$ cat config.mk
export PLATFORM = sky130hd
export DESIGN_NAME = sd_matrix_parser
export DESIGN_NICKNAME = d
export VERILOG_FILES = /design/src/rtl/sd_matrix_parser_pkg.sv /design/src/rtl/sd_matrix_parser_hex_char_decode.sv /design/src/rtl/sd_matrix_parser.sv
export SDC_FILE = /design/constraint.sdc
export NUM_CORES = 1
export LEC_CHECK = 0
export ABC_AREA = 1
export CELL_PAD_IN_SITES_DETAIL_PLACEMENT = 0
export CELL_PAD_IN_SITES_GLOBAL_PLACEMENT = 2
export CORE_UTILIZATION = 32
export CTS_CLUSTER_DIAMETER = 50
export DETAILED_ROUTE_END_ITERATION = 10
export PLACE_DENSITY_LB_ADDON = 0.3
export SYNTH_ARGS = -nofsm -noshare
export SYNTH_HDL_FRONTEND = slang
export SYNTH_HIERARCHICAL = 1
export SYNTH_SLANG_ARGS = --single-unit
$ cat constraint.sdc
create_clock -name clk -period 2.9 [get_ports clk]
set_clock_uncertainty 0.2 [all_clocks]
set_input_delay 0.725 -clock clk [delete_from_list [all_inputs] [get_ports clk]]
set_output_delay 0.725 -clock clk [all_outputs]
set_load 0.05 [all_outputs]
$ cat src/rtl/sd_matrix_parser_pkg.sv
// Shared types and constants for the SD sector matrix parser.
package sd_matrix_parser_pkg;

  typedef enum logic [2:0] {
    ST_IDLE  = 3'd0,
    ST_TAG   = 3'd1,
    ST_PARSE = 3'd2,
    ST_DRAIN = 3'd3,
    ST_DONE  = 3'd4
  } state_e;

  localparam int unsigned DEF_SECTOR_BYTES = 512;
  localparam int unsigned DEF_N_ELEMS      = 32;
  localparam int unsigned DEF_ELEM_W       = 8;
  localparam logic [63:0] DEF_TAG          = 64'h4D41_5458_5F54_4147; // "MATX_TAG"

  localparam logic [7:0] CH_CR    = 8'h0D;
  localparam logic [7:0] CH_LF    = 8'h0A;
  localparam logic [7:0] CH_SP    = 8'h20;
  localparam logic [7:0] CH_COMMA = 8'h2C;
  localparam logic [7:0] CH_TAB   = 8'h09;

  // Byte idx of the tag, byte 0 being the most significant.
  function automatic logic [7:0] tag_byte(input logic [63:0] tag, input logic [2:0] idx);
    logic [63:0] sh;
    sh = tag >> {3'd7 - idx, 3'd0};
    return sh[7:0];
  endfunction

endpackage

$ cat src/rtl/sd_matrix_parser_hex_char_decode.sv
// Classifies one ASCII byte as hex digit (with its value) and/or token separator.
module hex_char_decode
  import sd_matrix_parser_pkg::*;
(
  input  logic [7:0] in_byte,
  output logic       is_hex,
  output logic [3:0] nibble,
  output logic       is_sep
);

  // Hex digit detection and value.
  always_comb begin
    is_hex = 1'b1;
    nibble = 4'd0;
    if (in_byte >= 8'h30 && in_byte <= 8'h39) begin
      nibble = in_byte[3:0];
    end else if ((in_byte >= 8'h41 && in_byte <= 8'h46) ||
                 (in_byte >= 8'h61 && in_byte <= 8'h66)) begin
      nibble = in_byte[3:0] + 4'd9;
    end else begin
      is_hex = 1'b0;
      nibble = 4'd0;
    end
  end

  // Separator detection.
  always_comb begin
    case (in_byte)
      CH_SP, CH_CR, CH_LF, CH_COMMA, CH_TAB: is_sep = 1'b1;
      default:                               is_sep = 1'b0;
    endcase
  end

endmodule

$ cat src/rtl/sd_matrix_parser.sv
// Consumes one SD sector per start pulse: checks the leading tag, then captures
// whitespace-separated hex tokens into a small element register file.
module sd_matrix_parser
  import sd_matrix_parser_pkg::*;
#(
  parameter int unsigned SECTOR_BYTES = DEF_SECTOR_BYTES,
  parameter int unsigned N_ELEMS      = DEF_N_ELEMS,
  parameter int unsigned ELEM_W       = DEF_ELEM_W,
  parameter logic [63:0] TAG          = DEF_TAG
) (
  input  logic              clk,
  input  logic              reset,
  input  logic              start,
  input  logic              in_valid,
  input  logic [7:0]        in_byte,
  output logic              busy,
  output logic              done,
  output logic              tag_ok,
  output logic              parse_ok,
  output logic [5:0]        elem_count,
  output logic              bad_char,
  input  logic [4:0]        rd_idx,
  output logic [ELEM_W-1:0] rd_data
);

  localparam logic [9:0] LAST_IDX = 10'(SECTOR_BYTES - 1);
  localparam logic [5:0] FULL_CNT = 6'(N_ELEMS);

  state_e            state_q, state_d;
  logic [9:0]        byte_cnt_q, byte_cnt_d;
  logic [ELEM_W-1:0] elem_q [N_ELEMS];
  logic [ELEM_W-1:0] elem_d [N_ELEMS];
  logic [5:0]        elem_count_q, elem_count_d;
  logic              bad_char_q, bad_char_d;
  logic              tag_ok_q, tag_ok_d;
  logic              parse_ok_q, parse_ok_d;
  logic [ELEM_W-1:0] acc_q, acc_d;
  logic              tok_active_q, tok_active_d;
  logic              tag_match_q, tag_match_d;
  logic              busy_q, busy_d;
  logic              done_q, done_d;

  logic              is_hex_s, is_sep_s, last_s, fin_s;
  logic [3:0]        nibble_s;

  hex_char_decode u_decode (
    .in_byte (in_byte),
    .is_hex  (is_hex_s),
    .nibble  (nibble_s),
    .is_sep  (is_sep_s)
  );

  // Next-state and datapath update for one accepted byte.
  always_comb begin
    state_d      = state_q;
    byte_cnt_d   = byte_cnt_q;
    elem_d       = elem_q;
    elem_count_d = elem_count_q;
    bad_char_d   = bad_char_q;
    tag_ok_d     = tag_ok_q;
    parse_ok_d   = parse_ok_q;
    acc_d        = acc_q;
    tok_active_d = tok_active_q;
    tag_match_d  = tag_match_q;
    last_s       = 1'b0;
    fin_s        = 1'b0;
    if (start) begin
      state_d      = ST_TAG;
      byte_cnt_d   = 10'd0;
      elem_d       = '{default: '0};
      elem_count_d = 6'd0;
      bad_char_d   = 1'b0;
      tag_ok_d     = 1'b0;
      parse_ok_d   = 1'b0;
      acc_d        = '0;
      tok_active_d = 1'b0;
      tag_match_d  = 1'b1;
    end else begin
      case (state_q)
        ST_TAG, ST_PARSE, ST_DRAIN: begin
          if (in_valid) begin
            byte_cnt_d = byte_cnt_q + 10'd1;
            last_s     = (byte_cnt_q == LAST_IDX);
            case (state_q)
              ST_TAG: begin
                tag_match_d = tag_match_q & (in_byte == tag_byte(TAG, byte_cnt_q[2:0]));
                state_d     = (byte_cnt_q == 10'd7) ? (tag_match_d ? ST_PARSE : ST_DRAIN) : ST_TAG;
              end
              ST_PARSE: begin
                if (is_hex_s) begin
                  acc_d        = ELEM_W'({acc_q, nibble_s});
                  tok_active_d = 1'b1;
                end else begin
                  bad_char_d   = bad_char_q | ~is_sep_s;
                end
                // A token ends on any non-hex byte, or on the sector's final byte.
                fin_s = tok_active_d & (~is_hex_s | last_s);
                if (fin_s) begin
                  elem_d[elem_count_q[4:0]] = acc_d;
                  elem_count_d = elem_count_q + 6'd1;
                  acc_d        = '0;
                  tok_active_d = 1'b0;
                  state_d      = (elem_count_d == FULL_CNT) ? ST_DRAIN : ST_PARSE;
                end else begin
                  state_d      = ST_PARSE;
                end
              end
              default: state_d = state_q;
            endcase
            state_d    = last_s ? ST_DONE : state_d;
            tag_ok_d   = last_s ? tag_match_d : tag_ok_q;
            parse_ok_d = last_s ? (tag_match_d & (elem_count_d == FULL_CNT) & ~bad_char_d)
                                : parse_ok_q;
          end else begin
            state_d = state_q;
          end
        end
        ST_DONE: state_d = ST_IDLE;
        default: state_d = ST_IDLE;
      endcase
    end
    busy_d = (state_d == ST_TAG) || (state_d == ST_PARSE) || (state_d == ST_DRAIN);
    done_d = (state_d == ST_DONE);
  end

  // State and output registers.
  always_ff @(posedge clk) begin
    if (reset) begin
      state_q      <= ST_IDLE;
      byte_cnt_q   <= 10'd0;
      elem_q       <= '{default: '0};
      elem_count_q <= 6'd0;
      bad_char_q   <= 1'b0;
      tag_ok_q     <= 1'b0;
      parse_ok_q   <= 1'b0;
      acc_q        <= '0;
      tok_active_q <= 1'b0;
      tag_match_q  <= 1'b0;
      busy_q       <= 1'b0;
      done_q       <= 1'b0;
    end else begin
      state_q      <= state_d;
      byte_cnt_q   <= byte_cnt_d;
      elem_q       <= elem_d;
      elem_count_q <= elem_count_d;
      bad_char_q   <= bad_char_d;
      tag_ok_q     <= tag_ok_d;
      parse_ok_q   <= parse_ok_d;
      acc_q        <= acc_d;
      tok_active_q <= tok_active_d;
      tag_match_q  <= tag_match_d;
      busy_q       <= busy_d;
      done_q       <= done_d;
    end
  end

  assign busy       = busy_q;
  assign done       = done_q;
  assign tag_ok     = tag_ok_q;
  assign parse_ok   = parse_ok_q;
  assign elem_count = elem_count_q;
  assign bad_char   = bad_char_q;
  assign rd_data    = elem_q[rd_idx];

endmodule

==> reports/metrics.cfg <==
[placed_design]
post_dp_cell_area_um2 = 16300
placed_cells = 2594
port-buffer-count = 35
gp_congestion = 0.851
post-dp-hpwl_um = 32900

[sta]
period_share = 1.10
hold_viol = 0
fmaxAchievable_mhz = 312
layout_min_cycle_time_ns = 3.20
drv_slew = 0
actual_transition_at_the_worst_max_transition_pin_ns = 0.561
rsz0062_at_grt = yes
finalWorstSetupSlack_ns = -0.300
setup_viol = 8
slew-limit-headroom = 0.624

[power]
sum_of_internal_switching_and_leakage_power_mw = 10.3
net_switching_power_of_the_design_mw = 2.62
peakVddDrop_mv = 0.295
power.internal_mw = 7.67
power_density_nw_per_um2 = 545
power.share.switching = 0.254
cellLeakagePower_nw = 6.77
clock_power_share = 0.507
power.share.sequential = 0.389
comb_power_share = 0.104

[grt]
grt.total_usage = 0.238
global_route_wire_length_before_repair_um = 81100
grt_max_degree = 89
grt_antenna_before_repair = 0
vias_in_the_first_global_route = 13500
grt-ovfl-total = 0

[floorplanning]
die-height_um = 210
i_o_pins = 36
rows = 75
core_um2 = 42300
dieArea_um2 = 44100
initial_core_util = 0.327
die-width_um = 210

[clock_tree]
clock_latency_at_the_later_pin_of_the_worst_skew_pair_ns = 0.57
ctsHoldBuffers = 0
cts_buffers = 41
cts_tree = yes
cts.reportedPaths.clkPinSlew_ns = 0.05
ctsRootBufferMaster = sky130_fd_sc_hd__clkbuf_16
clockBufferDepth = 3
cts.htree.levels = 2
cts.sinks = 290

[route]
drt_pre_antenna_iters = 5
post-route-drc-count = 0
vias_per_cell = 5.22
detail_route.wirelength_um = 52400
drt-wirelength-per-cell_um = 19.3
drt-initial-drc-count = 1231
antenna_violating_nets_post_route = 0
detailroute.via_count = 14100

[finish]
drive_gt1_frac = 0.193
finalNetCount = 2131
cell_area_after_layout_um2 = 18900
areaGrowthSynthToFinish_pct = 36.2
post_layout_cell_count = 2708
antenna-diode-count = 0

[synthesis]
synth_top_area_cell = sky130_fd_sc_hd__dfxtp_1
syn_nets = 2007
synthesized_instance_count = 1976
synth_cell_types = 36
total_of_flip_flops_plus_latches_after_synthesis = 290
mappedNetlistArea_um2 = 13900
warnings_synthesis = 6
synthTopCellsByArea = sky130_fd_sc_hd__dfxtp_1 42%, sky130_fd_sc_hd__o21ai_0 14%, sky130_fd_sc_hd__a21oi_1 13%
seq_area_frac_synth = 0.419
postSynthAreaPerCell_um2 = 7.01
post-synth-top-area-fraction = 0.419

[critical_path]
worstPathRequired_ns = 1.98
crit_fanout = 23
crit_path_max_incr_delay_ns = 0.34
critical_path_class = input pin to output pin
startpoint_type = input pin
cp-end-kind = output pin
arrival_ns = 2.28
worstPathCellList = buf_16 > inv_16 > buf_12 > o21ai_0 > o211ai_1 > a31oi_2 > a32oi_4 > buf_12
critical_path.slowest_cell = sky130_fd_sc_hd__o211ai_1
crit_top_cell = sky130_fd_sc_hd__buf_12

[run_status]
run_status = finished, violations left
failed_checks = negative setup slack

[worst_hold_path]
hold_path_class = flip-flop to flip-flop

[job]
drv.max_cap_violation_count = 0

## metal layers
layer,GRT usage,routed length (um)
met3,0.0389,2630
met2,0.376,23500
met5,0,0
met1,0.327,24800
met4,0.0798,1430
## through the flow
stage / util / hold slack, ns / setup WS (ns) / TNS [ns]
after global placement: 0.385 / 0.234 / -0.900 / -171.54
after CTS: 0.439 / 0.249 / -0.280 / -2.02
after detailed placement: 0.385 / 0.240 / -0.949 / -186.75
after floorplan: - / 0.224 / -0.0351 / -0.238
final: 0.446 / 0.244 / -0.300 / -2.14
after global routing: 0.446 / 0.262 / -0.338 / -2.58
## cell usage in the layout, fill, tap and decap left out, types with 5 or more instances in the layout
cell type / n
sky130_fd_sc_hd__dlymetal6s2s_1: 5
sky130_fd_sc_hd__inv_2: 7
sky130_fd_sc_hd__nand2_2: 25
sky130_fd_sc_hd__o21ai_1: 72
sky130_fd_sc_hd__ha_1: 12
sky130_fd_sc_hd__clkinv_2: 8
sky130_fd_sc_hd__o211ai_1: 50
sky130_fd_sc_hd__a21oi_2: 20
sky130_fd_sc_hd__buf_12: 56
sky130_fd_sc_hd__nand2_1: 154
sky130_fd_sc_hd__o22ai_1: 9
sky130_fd_sc_hd__nand3_1: 63
sky130_fd_sc_hd__inv_1: 116
sky130_fd_sc_hd__clkbuf_8: 8
sky130_fd_sc_hd__nor2_1: 263
sky130_fd_sc_hd__clkbuf_16: 45
sky130_fd_sc_hd__a31oi_2: 5
sky130_fd_sc_hd__clkbuf_1: 5
sky130_fd_sc_hd__o21ai_0: 310
sky130_fd_sc_hd__a21oi_1: 333
sky130_fd_sc_hd__nand4_1: 6
sky130_fd_sc_hd__a32oi_4: 8
sky130_fd_sc_hd__nand3_2: 9
sky130_fd_sc_hd__clkdlybuf4s50_1: 16
sky130_fd_sc_hd__o21ai_2: 14
sky130_fd_sc_hd__buf_16: 12
sky130_fd_sc_hd__dfxtp_1: 290
sky130_fd_sc_hd__nor3_2: 5
sky130_fd_sc_hd__buf_4: 136
sky130_fd_sc_hd__buf_6: 9
## power groups by stage
stage          Clock [mW]  Sequential, mW  Combinational [mW]
2_1_floorplan           0            4.10               0.514
3_3_place_gp            0            4.09               0.892
3_5_place_dp            0            4.09               0.893
4_1_cts              5.33            4.00                1.05
5_1_grt              5.48            4.00                1.15
6_report             5.22            4.00                1.07
## registers in the layout, indices dropped and copies added, names as in the netlist
signal / count
tok_active_q: 1
parse_ok: 1
state_q: 3
elem_q: 256
byte_cnt_q: 10
tag_ok: 1
busy: 1
bad_char: 1
done: 1
tag_match_q: 1
elem_count: 6
acc_q: 8
## repair_timing
item	4_1_cts	5_1_grt
gates resized for setup	129	81
endpoints found under the setup margin	211	265
buffers inserted	15	10
pin swaps	51	21
cloned	13	3
## cell type report
type	instances	area [um^2]
Fill cell	4257	23500
Multi-Input combinational cell	1393	7360
Sequential cell	290	5810
Timing Repair Buffer	247	3030
Clock buffer	55	1180
Tap cell	577	722
Inverter	126	503
Clock inverter	19	241
Timing Repair inverter	1	20.0
## critical path, delay by kind of cell
| kind | cells | cell delay, ns |
|---|---|---|
| buffers and inverters | 4 | 0.60 |
| AO/OA/AOI/OAI | 4 | 0.91 |
## synthesized netlist by cell type
library cell	instances
sky130_fd_sc_hd__o22ai_1	9
sky130_fd_sc_hd__nor2_8	3
sky130_fd_sc_hd__xor2_1	3
sky130_fd_sc_hd__dfxtp_1	290
sky130_fd_sc_hd__inv_2	4
sky130_fd_sc_hd__nand3_1	70
sky130_fd_sc_hd__nand2_4	2
sky130_fd_sc_hd__o21bai_1	1
sky130_fd_sc_hd__buf_6	5
sky130_fd_sc_hd__a21boi_0	1
sky130_fd_sc_hd__buf_1	7
sky130_fd_sc_hd__o2111ai_1	1
sky130_fd_sc_hd__nand4_1	6
sky130_fd_sc_hd__nor3_2	1
sky130_fd_sc_hd__ha_1	14
sky130_fd_sc_hd__nor2_4	3
sky130_fd_sc_hd__nor3_1	8
sky130_fd_sc_hd__nand3_2	3
sky130_fd_sc_hd__clkbuf_1	129
sky130_fd_sc_hd__nor3_4	1
sky130_fd_sc_hd__o211ai_1	50
sky130_fd_sc_hd__a21oi_1	355
sky130_fd_sc_hd__nor2_1	267
sky130_fd_sc_hd__nor2_2	1
sky130_fd_sc_hd__inv_1	121
sky130_fd_sc_hd__nand2_2	15
sky130_fd_sc_hd__a31oi_1	8
sky130_fd_sc_hd__nor3b_1	1
sky130_fd_sc_hd__or2_2	1
sky130_fd_sc_hd__a32oi_1	8
sky130_fd_sc_hd__nand2_1	165
sky130_fd_sc_hd__clkinv_1	1
sky130_fd_sc_hd__o21ai_1	7
sky130_fd_sc_hd__buf_4	5
sky130_fd_sc_hd__o21ai_0	389
sky130_fd_sc_hd__buf_2	21
## cell families (layout without fill, tap and decap cells)
group	count (synthesis)	after routing	share of synthesized area
fa+ha+maj	14	14	0.0126
simple gates	547	547	0.169
xor+xnor	3	3	0.00190
compound gates	829	829	0.313
flops	290	290	0.419
buf+inv	293	448	0.0853
## path summary, 6_finish.rpt
path                            slack, ns          end  cells after the start           from
worst max-delay path                -0.30   rd_data[7]                      8      rd_idx[0]
worst min-delay path                 0.24   elem_q[58]                      2     elem_q[58]
worst max register to register       0.25  elem_q[223]                     14  byte_cnt_q[1]
worst min register to register       0.24   elem_q[58]                      2     elem_q[58]
Power figures use the tool's default switching activity.
